[src/rtl/mux_pkg.sv]
// Shared constants for the registered N-channel multiplexer: operating-mode
// encodings, default datapath dimensions and the select-width helper.
package mux_pkg;

    // Operating mode carried on modo_i.
    localparam logic MODO_FIXO    = 1'b0;
    localparam logic MODO_RODIZIO = 1'b1;

    // Default dimensions shared with the datapath.
    localparam int LARGURA_PADRAO = 32;
    localparam int CANAIS_PADRAO  = 4;

    // Width of a channel index: max(1, clog2(canais)).
    function automatic int sel_w(input int canais);
        return (canais <= 2) ? 1 : $clog2(canais);
    endfunction

endpackage

[src/rtl/arbitro_rodizio.sv]
// Round-robin arbiter: holds the rotating priority pointer and picks the first
// valid channel at or above it, wrapping modulo CANAIS.
module arbitro_rodizio
    import mux_pkg::*;
#(
    parameter int CANAIS = CANAIS_PADRAO,
    parameter int SEL_W  = sel_w(CANAIS)
) (
    input  logic              clock_i,
    input  logic              reset_i,
    input  logic [CANAIS-1:0] validos_i,
    input  logic              avanca_i,   // a round-robin transfer happens this cycle
    output logic [SEL_W-1:0]  indice_o,
    output logic              concede_o
);

    logic [SEL_W-1:0] ponteiro_q;
    logic [SEL_W-1:0] ponteiro_d;
    int               idx;

    // Scan from the pointer upward; walking the offsets downward lets the
    // lowest offset (the highest-priority hit) overwrite the others.
    always_comb begin
        // NOTE: every combinational output gets a default first so no path can infer a latch.
        indice_o  = '0;
        concede_o = 1'b0;
        idx       = 0;
        for (int k = CANAIS - 1; k >= 0; k--) begin
            idx = int'(ponteiro_q) + k;
            if (idx >= CANAIS) begin
                idx = idx - CANAIS;
            end
            if (validos_i[idx]) begin
                indice_o  = SEL_W'(idx);
                concede_o = 1'b1;
            end
        end
    end

    // Next pointer: one past the winner, wrapping explicitly so that
    // non-power-of-two channel counts return to 0.
    always_comb begin
        ponteiro_d = ponteiro_q;
        if (avanca_i && concede_o) begin
            if (int'(indice_o) == CANAIS - 1) begin
                ponteiro_d = '0;
            end else begin
                ponteiro_d = indice_o + SEL_W'(1);
            end
        end
    end

    // Pointer register with synchronous reset.
    always_ff @(posedge clock_i) begin
        // NOTE: sequential state is always written with non-blocking assignments.
        if (reset_i) begin
            ponteiro_q <= '0;
        end else begin
            ponteiro_q <= ponteiro_d;
        end
    end

endmodule

[src/rtl/mux_n_canais_registrado.sv]
// Registered N-channel, W-bit multiplexer with valid/ready handshake. Selects a
// channel by explicit index (fixed mode) or round-robin, then registers it.
// Optional feature: define MUX_PARIDADE_EN to add a registered even-parity
// output (paridade_o) alongside resultado_o.
module mux_n_canais_registrado
    import mux_pkg::*;
#(
    parameter  int LARGURA = LARGURA_PADRAO,
    parameter  int CANAIS  = CANAIS_PADRAO,
    localparam int SEL_W   = sel_w(CANAIS)
) (
    input  logic                      clock_i,
    input  logic                      reset_i,
    input  logic [CANAIS*LARGURA-1:0] entradas_i,
    input  logic [CANAIS-1:0]         validos_i,
    output logic [CANAIS-1:0]         aceitos_o,
    input  logic [SEL_W-1:0]          controle_i,
    input  logic                      modo_i,
    output logic [LARGURA-1:0]        resultado_o,
    output logic [SEL_W-1:0]          canal_saida_o,
    output logic                      valido_saida_o,
    input  logic                      pronto_saida_i
`ifdef MUX_PARIDADE_EN
    ,
    output logic                      paridade_o
`endif
);

    localparam int CANAIS_POT = 1 << SEL_W;

    logic [CANAIS_POT-1:0] validos_ext;   // zero-padded so any controle_i value indexes safely
    logic [SEL_W-1:0]      indice_rr;
    logic                  concede_rr;
    logic [SEL_W-1:0]      indice;
    logic                  concede;
    logic                  carrega;
    logic [LARGURA-1:0]    dado;

    logic [LARGURA-1:0]    resultado_q, resultado_d;
    logic [SEL_W-1:0]      canal_q, canal_d;
    logic                  valido_q, valido_d;
`ifdef MUX_PARIDADE_EN
    logic                  paridade_q, paridade_d;
`endif

    // The output register may load when empty or when its word leaves this cycle.
    assign carrega = !valido_q || pronto_saida_i;

    arbitro_rodizio #(
        .CANAIS (CANAIS),
        .SEL_W  (SEL_W)
    ) u_arbitro (
        .clock_i   (clock_i),
        .reset_i   (reset_i),
        .validos_i (validos_i),
        .avanca_i  (carrega && (modo_i == MODO_RODIZIO)),
        .indice_o  (indice_rr),
        .concede_o (concede_rr)
    );

    // Grant selection: explicit index in fixed mode (out-of-range reads a padded 0).
    always_comb begin
        validos_ext               = '0;
        validos_ext[CANAIS-1:0]   = validos_i;
        if (modo_i == MODO_RODIZIO) begin
            indice  = indice_rr;
            concede = concede_rr;
        end else begin
            indice  = controle_i;
            concede = validos_ext[controle_i];
        end
    end

    // Data mux and one-hot accept for the granted channel.
    always_comb begin
        dado      = '0;
        aceitos_o = '0;
        for (int i = 0; i < CANAIS; i++) begin
            if (int'(indice) == i) begin
                dado         = entradas_i[i*LARGURA +: LARGURA];
                aceitos_o[i] = carrega && concede;
            end
        end
    end

    // Output-stage next state: load on transfer, drop valid on an empty load, else hold.
    always_comb begin
        resultado_d = resultado_q;
        canal_d     = canal_q;
        valido_d    = valido_q;
`ifdef MUX_PARIDADE_EN
        paridade_d  = paridade_q;
`endif
        if (carrega) begin
            valido_d = concede;
            if (concede) begin
                resultado_d = dado;
                canal_d     = indice;
`ifdef MUX_PARIDADE_EN
                paridade_d  = ^dado;
`endif
            end
        end
    end

    // Output register with synchronous reset; a held word is discarded on reset.
    always_ff @(posedge clock_i) begin
        if (reset_i) begin
            resultado_q <= '0;
            canal_q     <= '0;
            valido_q    <= 1'b0;
`ifdef MUX_PARIDADE_EN
            paridade_q  <= 1'b0;
`endif
        end else begin
            resultado_q <= resultado_d;
            canal_q     <= canal_d;
            valido_q    <= valido_d;
`ifdef MUX_PARIDADE_EN
            paridade_q  <= paridade_d;
`endif
        end
    end

    assign resultado_o    = resultado_q;
    assign canal_saida_o  = canal_q;
    assign valido_saida_o = valido_q;
`ifdef MUX_PARIDADE_EN
    assign paridade_o     = paridade_q;
`endif

endmodule

[config.mk]
export PLATFORM = sky130hd
export DESIGN_NAME = mux_n_canais_registrado
export DESIGN_NICKNAME = d
export VERILOG_FILES = /design/src/rtl/mux_pkg.sv /design/src/rtl/arbitro_rodizio.sv /design/src/rtl/mux_n_canais_registrado.sv
export SDC_FILE = /design/constraint.sdc
export NUM_CORES = 1
export LEC_CHECK = 0
export CAP_MARGIN = 40
export CELL_PAD_IN_SITES_DETAIL_PLACEMENT = 0
export CELL_PAD_IN_SITES_GLOBAL_PLACEMENT = 1
export CORE_MARGIN = 10
export CORE_UTILIZATION = 25
export DETAILED_ROUTE_END_ITERATION = 8
export PLACE_DENSITY_LB_ADDON = 0.1
export SLEW_MARGIN = 20
export SYNTH_ARGS = -nofsm -noshare
export SYNTH_HDL_FRONTEND = slang
export SYNTH_HIERARCHICAL = 1
export SYNTH_SLANG_ARGS = --single-unit
export TNS_END_PERCENT = 100
[constraint.sdc]
create_clock -name clock_i -period 6.2 [get_ports clock_i]
set_clock_uncertainty 0.1 [all_clocks]
set_input_delay 0.93 -clock clock_i [delete_from_list [all_inputs] [get_ports clock_i]]
set_output_delay 0.93 -clock clock_i [all_outputs]
set_load 0.05 [all_outputs]
==> results.sh, run 1 <==
export IMPL_postSynthAreaPerCell_sq_um=13.6
export IMPL_num_rows=33
export IMPL_cts_root_buf="clkbuf_8"
export IMPL_post_route_util_pct=49.1
export IMPL_maxCapViolations=0
export IMPL_clkSinkCount=37
export IMPL_rsz0062_at_grt="no"
export IMPL_drcViolationCount=0
export IMPL_pwr_density_cell_mw_per_mm2=218
export IMPL_wl_per_cell_um=20.8
export IMPL_holdPathStages=1
export IMPL_die_area_sq_mm=0.0128
export IMPL_grt_pass1_wl_um=13800
export IMPL_critPathLaunch="validos_i[0]"
export IMPL_cts_resized=0
export IMPL_finalCritPeriodShare_pct=74.9
export IMPL_crit_arrival_ns=3.61
export IMPL_seq_power_share_pct=31.7
export IMPL_start_util_pct=26.1
export IMPL_antenna_left=0
export IMPL_synth_most_common_cell="dfxtp_1"
export IMPL_power_frac_comb_pct=46.5
export IMPL_synth_main_ff_cell="dfxtp_1"
export IMPL_p_leak_nw=1.50
export IMPL_setup_tns_final_ns=0
export IMPL_ctsLongestPathBuffers=2
export IMPL_synth_warnings=6
export IMPL_diodes=0
export IMPL_switchingPower_mw=0.300
export IMPL_coreArea_sq_mm=0.00834
export IMPL_dp_hpwl_um=7350
export IMPL_grt_pass1_vias=2335
export IMPL_htree_levels=2
export IMPL_finalMaxSlewViolations=0
export IMPL_vias=2134
export IMPL_postCtsHoldBufs=0
export IMPL_gr_total_overflow=0
export IMPL_grt_max_degree=35
export IMPL_worstMarginPinSlew_ns=0.688
export IMPL_drt_iter0_markers=57
export IMPL_ios=177
export IMPL_synth_area_top_cells="dfxtp_1, mux4_2, a22o_1, mux4_1, buf_6"
export IMPL_area_growth_pct=88.3
export IMPL_synth_seq_cells=37
export IMPL_final_setup_viol_count=0
export IMPL_first_pass_iters=4
export IMPL_numCtsBuffers=5
export IMPL_synth_yosys_seq_area_share_pct=34.1
export IMPL_critPathCaptureType="primary output"
export IMPL_hold_violations=0
export IMPL_required_ns=5.17
export IMPL_globalplace_congestion=0.712
export IMPL_max_freq_mhz=215
export IMPL_worstHoldPathType="flop to flop"
export IMPL_power_mw=0.894
export IMPL_cts_repair_timing_setup_buffer_count=0
export IMPL_crit_reg2reg_launch="u_arbitro/ponteiro_q[1]"
export IMPL_clk_pin_slew_worst_paths_ns=0.06
export IMPL_track_usage_pct=13.5
export IMPL_critPathKind="input pin to primary output"
export IMPL_netSwitchingFraction_pct=33.6
export IMPL_syn_inst=160
export IMPL_vias_per_cell=4.91
export IMPL_ys_types=29
export IMPL_antenna_found_initial=0
export IMPL_p_clk_share_pct=21.9
export IMPL_syn_cell_area_sq_mm=0.00217
export IMPL_dieWidth_um=113
export IMPL_peakVddDrop_uv=109
export IMPL_drive_above_1_share_pct=13.3
export IMPL_crit_end="aceitos_o[2]"
export IMPL_slew_headroom_pct=54.1
export IMPL_synth_edf_count=0
export IMPL_period_needed_ns=4.64
export IMPL_nets=468
export IMPL_wirelength_um=9040
export IMPL_p_int_mw=0.594
export IMPL_timing_rr_end="resultado_o[10]"
export IMPL_ff2ff_path_depth=6
export IMPL_cts_tree="yes"
export IMPL_status="completed"
export IMPL_synth_commonest_cells="dfxtp_1, a22o_1, mux4_2"
export IMPL_syn_num_nets=298
export IMPL_clock_latency_ns=0.28
export IMPL_reg2reg_slack_ns=3.35
export IMPL_start_kind="input pin"
export IMPL_yosysTopAreaCell="dfxtp_1"
export IMPL_die_y_um=113
export IMPL_synthArstFlopShare_pct=0
export IMPL_cp_max_fo=34
export IMPL_port_buffers=176
export IMPL_synth_top_area_share_pct=34.1
cell type report:
class / count / area [sq um]
multi-input cells: 105 / 1330
clock inverters: 2 / 35.0
repair buffers: 179 / 1780
flip-flops and latches: 37 / 741
fillers: 783 / 4250
inverters: 2 / 7.51
well taps: 105 / 131
clock buffers: 5 / 68.8
layer usage:
layer	wire, um	global-route usage (%)	vias up
met5	0	0	-
met4	45	2.28	0
met3	641	4.54	5
met2	4740	23.8	82
met1	3610	15.6	1034
li1	-	-	1013
worst max-delay path, stage by stage:
cell	delay (ns)
clkdlybuf4s50_1	0.50
mux2i_1	0.16
nor2_1	0.06
a311oi_2	0.38
mux2_4	0.69
nor3_1	0.14
clkdlybuf4s50_1	0.74
worst min-delay path by stage:
stage                                   end                    start  slack, ns
finish                      resultado_o[15]          resultado_o[15]       0.38
global route                 resultado_o[6]           resultado_o[6]       0.40
CTS                         resultado_o[15]          resultado_o[15]       0.38
detailed placement           resultado_o[6]           resultado_o[6]       0.36
global placement            resultado_o[10]          resultado_o[10]       0.36
floorplan           u_arbitro/ponteiro_q[0]  u_arbitro/ponteiro_q[0]       0.39
sequential cells by signal, indices dropped and copies added, names as in the netlist:
name,flops
resultado_o,32
valido_saida_o,1
canal_saida_o,2
u_arbitro/ponteiro_q,2
power by group through the flow:
| stage | registers (mW) | logic, mW | clock network [mW] |
|---|---|---|---|
| after CTS | 0.283 | 0.422 | 0.203 |
| after floorplan | 0.388 | 0.149 | 0 |
| after global placement | 0.288 | 0.421 | 0 |
| after global routing | 0.288 | 0.439 | 0.216 |
| final | 0.283 | 0.415 | 0.196 |
| after detailed placement | 0.288 | 0.420 | 0 |
cell usage in the layout, fill, tap and decap left out:
cell type / count
a211oi_1: 1
bufinv_16: 1
nor3b_4: 1
nor2b_1: 2
mux2i_1: 4
clkdlybuf4s50_1: 176
nand2b_1: 2
a21oi_1: 7
a311oi_1: 2
clkbuf_8: 5
a221oi_2: 1
a211oi_2: 1
nor2_1: 4
o2bb2a_1: 1
mux4_2: 28
a221o_1: 1
o21ai_0: 1
a22o_1: 32
or4_1: 1
clkinv_2: 1
a311oi_2: 1
mux2_4: 1
buf_4: 3
nand2_1: 1
a21o_1: 1
mux4_1: 4
nor3_1: 4
a21oi_2: 1
dfxtp_1: 37
inv_1: 2
and2_1: 2
xnor2_1: 1
cells by family (layout without fill, tap and decap cells):
kind of cell | count (synthesis) | count (layout) | share of synthesized area, %
compound gates | 50 | 50 | 19.3
xor+xnor | 1 | 1 | 0.403
buf+inv | 18 | 188 | 5.41
simple gates | 17 | 17 | 4.43
flops | 37 | 37 | 34.1
mux | 37 | 37 | 36.4
metrics by stage:
| stage | worst slack [ns] | instances | hold WS, ns | cell area [sq um] |
|---|---|---|---|---|
| 6_report | 1.56 | 435 | 0.376 | 4090 |
| 5_1_grt | 1.30 | 435 | 0.401 | 4090 |
| 4_1_cts | 1.50 | 435 | 0.383 | 4090 |
| 3_5_place_dp | 1.52 | 428 | 0.364 | 3990 |
| 3_3_place_gp | 1.52 | 428 | 0.359 | 3990 |
| 2_1_floorplan | 2.26 | 160 | 0.386 | 2170 |
Power figures use the tool's default switching activity.
==> inputs of run 2 (changes only) <==
Settings changed: CORE_UTILIZATION 25 to 21.
Clock period 6.2 ns to 4.2 ns, I/O delays scaled along.
==> run 2 against run 1 <==
Sequential power increased by 48%. Register-to-register slack lost 2.0 ns. Critical path type unchanged. Count of clock-buffer cells in the layout is 1 higher. Combinational power is 48% higher. Cell area up 1.8%. Hold slack gained 0.0028 ns.
==> results.sh, run 2 (synthesized netlist as in run 1, its figures left out) <==
export IMPL_status="completed"
export IMPL_finalMaxSlewViolations=0
export IMPL_coreArea_sq_mm=0.0102
export IMPL_globalplace_congestion=0.721
export IMPL_hp_start="resultado_o[5]"
export IMPL_drcViolationCount=0
export IMPL_final_common_cell="clkdlybuf4s50_1"
export IMPL_peakVddDrop_uv=145
export IMPL_timing_rr_end="resultado_o[27]"
export IMPL_seq_power_share_pct=30.7
export IMPL_vias_per_cell=4.61
export IMPL_worstMarginPinSlew_ns=0.587
export IMPL_drt_iter0_markers=91
export IMPL_final_setup_viol_count=0
export IMPL_htree_levels=2
export IMPL_cts_repair_timing_setup_buffer_count=0
export IMPL_slew_headroom_pct=60.9
export IMPL_gr_total_overflow=0
export IMPL_netSwitchingFraction_pct=34.1
export IMPL_clock_latency_ns=0.28
export IMPL_grt_pass1_wl_um=14100
export IMPL_crit_path_cell_trace="clkdlybuf4s50_1 -> nor2b_1 -> a221oi_2 -> nand2_1 -> nor3_1 -> buf_4"
export IMPL_track_usage_pct=12.4
export IMPL_p_clk_share_pct=24.2
export IMPL_num_rows=37
export IMPL_slowest_delay_ns=0.67
export IMPL_antenna_found_initial=0
export IMPL_cp_max_fo=8
export IMPL_pwr_density_cell_mw_per_mm2=328
export IMPL_nets=471
export IMPL_cts_resized=0
export IMPL_die_area_sq_mm=0.0148
export IMPL_switchingPower_mw=0.466
export IMPL_start_util_pct=21.4
export IMPL_final_cell_mix="clkdlybuf4s50_1, dfxtp_1, a22o_1"
export IMPL_first_pass_iters=5
export IMPL_critPathKind="input pin to primary output"
export IMPL_clk_pin_slew_worst_paths_ns=0.07
export IMPL_crit_arrival_ns=2.66
export IMPL_dp_hpwl_um=7630
export IMPL_vias=2165
export IMPL_grt_pass1_vias=2329
export IMPL_port_buffers=176
export IMPL_period_needed_ns=3.39
export IMPL_whs_ns=0.379
export IMPL_start_kind="input pin"
export IMPL_postCtsHoldBufs=0
export IMPL_hold_path_end="resultado_o[5]"
export IMPL_largest_reg_flops=32
export IMPL_numCtsBuffers=5
export IMPL_setup_tns_final_ns=0
export IMPL_critPathTopFamily="buffers and inverters"
export IMPL_required_ns=3.47
export IMPL_reg2reg_slack_ns=1.38
export IMPL_cts_root_buf="clkbuf_8"
export IMPL_drive_above_1_share_pct=15.6
export IMPL_rsz0062_at_grt="no"
export IMPL_post_route_util_pct=40.9
export IMPL_wirelength_um=9480
export IMPL_diodes=0
export IMPL_holdPathStages=1
export IMPL_dp_slack_ns=0.690
export IMPL_final_setup_worst_slack_ns=0.807
export IMPL_critPathCaptureType="primary output"
export IMPL_crit_reg2reg_launch="u_arbitro/ponteiro_q[1]"
export IMPL_p_leak_nw=1.53
export IMPL_area_growth_pct=91.7
export IMPL_cpMaxStageDelayCell="clkdlybuf4s50_1"
export IMPL_antenna_left=0
export IMPL_die_y_um=122
export IMPL_worstHoldPathType="flop to flop"
export IMPL_dieWidth_um=122
export IMPL_path_buf_inv=2
export IMPL_clkSinkCount=37
export IMPL_power_frac_comb_pct=45.1
export IMPL_cts_tree="yes"
export IMPL_max_freq_mhz=295
export IMPL_finalCritPeriodShare_pct=80.8
export IMPL_ctsLongestPathBuffers=2
export IMPL_wl_per_cell_um=20.2
export IMPL_p_int_mw=0.901
export IMPL_maxCapViolations=0
export IMPL_ios=177
export IMPL_hold_violations=0
export IMPL_grt_max_degree=33
export IMPL_power_mw=1.37
export IMPL_ff2ff_path_depth=7
run 2: power by group through the flow:
| stage | Sequential (mW) | Combinational, mW | Clock, mW |
|---|---|---|---|
| global placement | 0.427 | 0.622 | 0 |
| CTS | 0.420 | 0.627 | 0.346 |
| detailed placement | 0.428 | 0.625 | 0 |
| floorplan | 0.572 | 0.220 | 0 |
| finish | 0.420 | 0.616 | 0.331 |
| global route | 0.425 | 0.653 | 0.358 |
run 2: area by class of cell:
type / count / area (sq um)
timing repair buffer: 182 / 1800
multi-input combinational: 105 / 1330
sequential: 37 / 741
clock inverter: 2 / 37.5
inverter: 2 / 7.51
fill: 1007 / 6020
tap: 136 / 170
clock buffer: 6 / 82.6
run 2: how the worst max path moves through the flow:
stage,end,from,cells past startpoint
final,aceitos_o[1],modo_i,6
after global routing,aceitos_o[2],modo_i,6
after CTS,aceitos_o[2],modo_i,6
after detailed placement,resultado_o[23],validos_i[0],8
after global placement,resultado_o[23],validos_i[0],8
after floorplan,aceitos_o[0],validos_i[0],7
run 2: per-layer routing:
layer / track usage (%) / vias to the layer above / share of wire, %
li1: - / 1025 / -
met4: 2.46 / 0 / 0.40
met2: 21.8 / 85 / 53
met3: 4.02 / 2 / 7.0
met5: 0 / - / 0
met1: 14.3 / 1053 / 40
run 2: through the flow:
stage / instance area, sq um / instances
5_1_grt: 4170 / 470
2_1_floorplan: 2170 / 160
6_report: 4170 / 470
3_5_place_dp: 4050 / 462
3_3_place_gp: 4050 / 462
4_1_cts: 4170 / 470
==> inputs of run 3 (changes only) <==
Settings changed: CORE_UTILIZATION 21 to 24.
Clock period 4.2 ns to 3.4 ns, I/O delays scaled along.
==> run 3 against run 2 <==
Sequential share of layout area is 0.064 points higher. Critical path type unchanged. Register-to-register slack worse by 0.53 ns. Sequential power is 23% higher. Largest power group unchanged. Critical path depth stayed put. Sequential cell count stayed put. Count of clock-buffer cells in the layout stayed put. Hold slack hardly changed. Critical endpoint is now aceitos_o[3]. First-iteration DRC count is 23% higher.
==> results.sh, run 3 (synthesized netlist as in run 1, its figures left out) <==
export IMPL_start_kind="input pin"
export IMPL_final_fill_count=814
export IMPL_clkSinkCount=37
export IMPL_grt_pass1_wl_um=13800
export IMPL_critPathCaptureType="primary output"
export IMPL_required_ns=2.79
export IMPL_hold_violations=0
export IMPL_vias_per_cell=4.84
export IMPL_first_pass_iters=4
export IMPL_antenna_found_initial=0
export IMPL_p_leak_nw=1.54
export IMPL_seq_area_sq_um=741
export IMPL_cp_max_fo=6
export IMPL_clk_pin_slew_worst_paths_ns=0.08
export IMPL_final_common_cell="clkdlybuf4s50_1"
export IMPL_final_cell_mix="clkdlybuf4s50_1, dfxtp_1, a22o_1"
export IMPL_gr_total_overflow=0
export IMPL_crit_arrival_ns=2.52
export IMPL_grt_pass1_vias=2209
export IMPL_critPathKind="input pin to primary output"
export IMPL_worstHoldPathType="flop to flop"
export IMPL_cts_root_buf="clkbuf_8"
export IMPL_drt_iter0_markers=112
export IMPL_cts_repair_timing_setup_buffer_count=0
export IMPL_postCtsHoldBufs=0
export IMPL_cts_tree="yes"
export IMPL_num_rows=34
export IMPL_htree_levels=2
export IMPL_numCtsBuffers=5
export IMPL_multi_input_area_sq_mm=0.00133
export IMPL_largest_reg_flops=32
export IMPL_critPathLaunch="validos_i[0]"
export IMPL_hp_start="resultado_o[27]"
export IMPL_status="completed"
export IMPL_coreArea_sq_mm=0.00876
export IMPL_nets=472
export IMPL_power_mw=1.60
export IMPL_slew_headroom_pct=62.2
export IMPL_ctsLongestPathBuffers=2
export IMPL_ios=177
export IMPL_final_setup_viol_count=0
export IMPL_vias=2146
export IMPL_clock_latency_ns=0.28
export IMPL_area_growth_pct=91.0
export IMPL_die_area_sq_mm=0.0133
export IMPL_track_usage_pct=13.3
export IMPL_drcViolationCount=0
export IMPL_wl_per_cell_um=21.2
export IMPL_wirelength_um=9370
export IMPL_diodes=0
export IMPL_start_util_pct=24.8
export IMPL_drive_above_1_share_pct=15.5
export IMPL_max_freq_mhz=319
export IMPL_cts_resized=0
export IMPL_period_needed_ns=3.13
export IMPL_rsz0062_at_grt="no"
export IMPL_pwr_density_cell_mw_per_mm2=385
export IMPL_crit_reg2reg_launch="u_arbitro/ponteiro_q[1]"
export IMPL_dp_hpwl_um=7590
export IMPL_die_y_um=115
export IMPL_grt_max_degree=33
export IMPL_peakVddDrop_uv=213
export IMPL_finalMaxSlewViolations=0
export IMPL_worstMarginPinSlew_ns=0.567
export IMPL_globalplace_congestion=0.753
export IMPL_antenna_left=0
export IMPL_port_buffers=176
export IMPL_finalCritPeriodShare_pct=92.1
export IMPL_maxCapViolations=0
export IMPL_setup_tns_final_ns=0
export IMPL_dieWidth_um=115
[run 3: changes by cell type in the layout (fill, tap and decap cells not counted)]
cell,previous run,this run
buf_12,0,4
clkinv_2,0,2
clkbuf_8,6,5
clkinvlp_4,1,0
bufinv_16,1,0
clkbuf_1,0,1
buf_4,10,7
[run 3: path summary, 6_finish.rpt]
path / end / slack [ns] / cells after the start
setup / recovery: aceitos_o[3] / 0.27 / 6
hold / removal: resultado_o[27] / 0.38 / 1
setup reg to reg: resultado_o[11] / 0.85 / 7
hold reg to reg: resultado_o[27] / 0.38 / 1
[run 3: cell type report]
class	instances	share of cell area, %
repair buffers	183	44.6
multi-input cells	105	32.1
clock buffers	6	1.75
well taps	108	3.25
clock inverters	2	0.241
flip-flops and latches	37	17.8
inverters	2	0.181
[run 3: where the power goes]
part           switching, mW  internal [mW]  total [mW]
Clock                  0.162          0.142       0.304
Sequential            0.0289          0.488       0.517
Combinational          0.378          0.399       0.777
[run 3: stage by stage]
stage / instance area (sq um) / util (%) / setup slack, ns / instances / hold slack [ns]
CTS: 4150 / 47.4 / 0.296 / 443 / 0.383
floorplan: 2170 / - / 0.296 / 160 / 0.386
finish: 4150 / 47.4 / 0.268 / 443 / 0.378
detailed placement: 4070 / 46.5 / 0.278 / 435 / 0.361
global placement: 4070 / 46.5 / 0.325 / 435 / 0.357
global route: 4150 / 47.4 / 0.0818 / 443 / 0.392
[run 3: metal layers]
layer / track usage [%] / routed length (um) / vias up
met5: 0 / 0 / -
met4: 2.48 / 66 / 0
met3: 4.79 / 789 / 5
met2: 22.4 / 4710 / 87
met1: 15.9 / 3810 / 1029
li1: - / - / 1025
[run 3: critical path: stages]
cell,delay [ns]
clkdlybuf4s50_1,0.58
mux2i_1,0.15
a221oi_2,0.56
nand2_1,0.20
nor3_1,0.33
buf_12,0.19
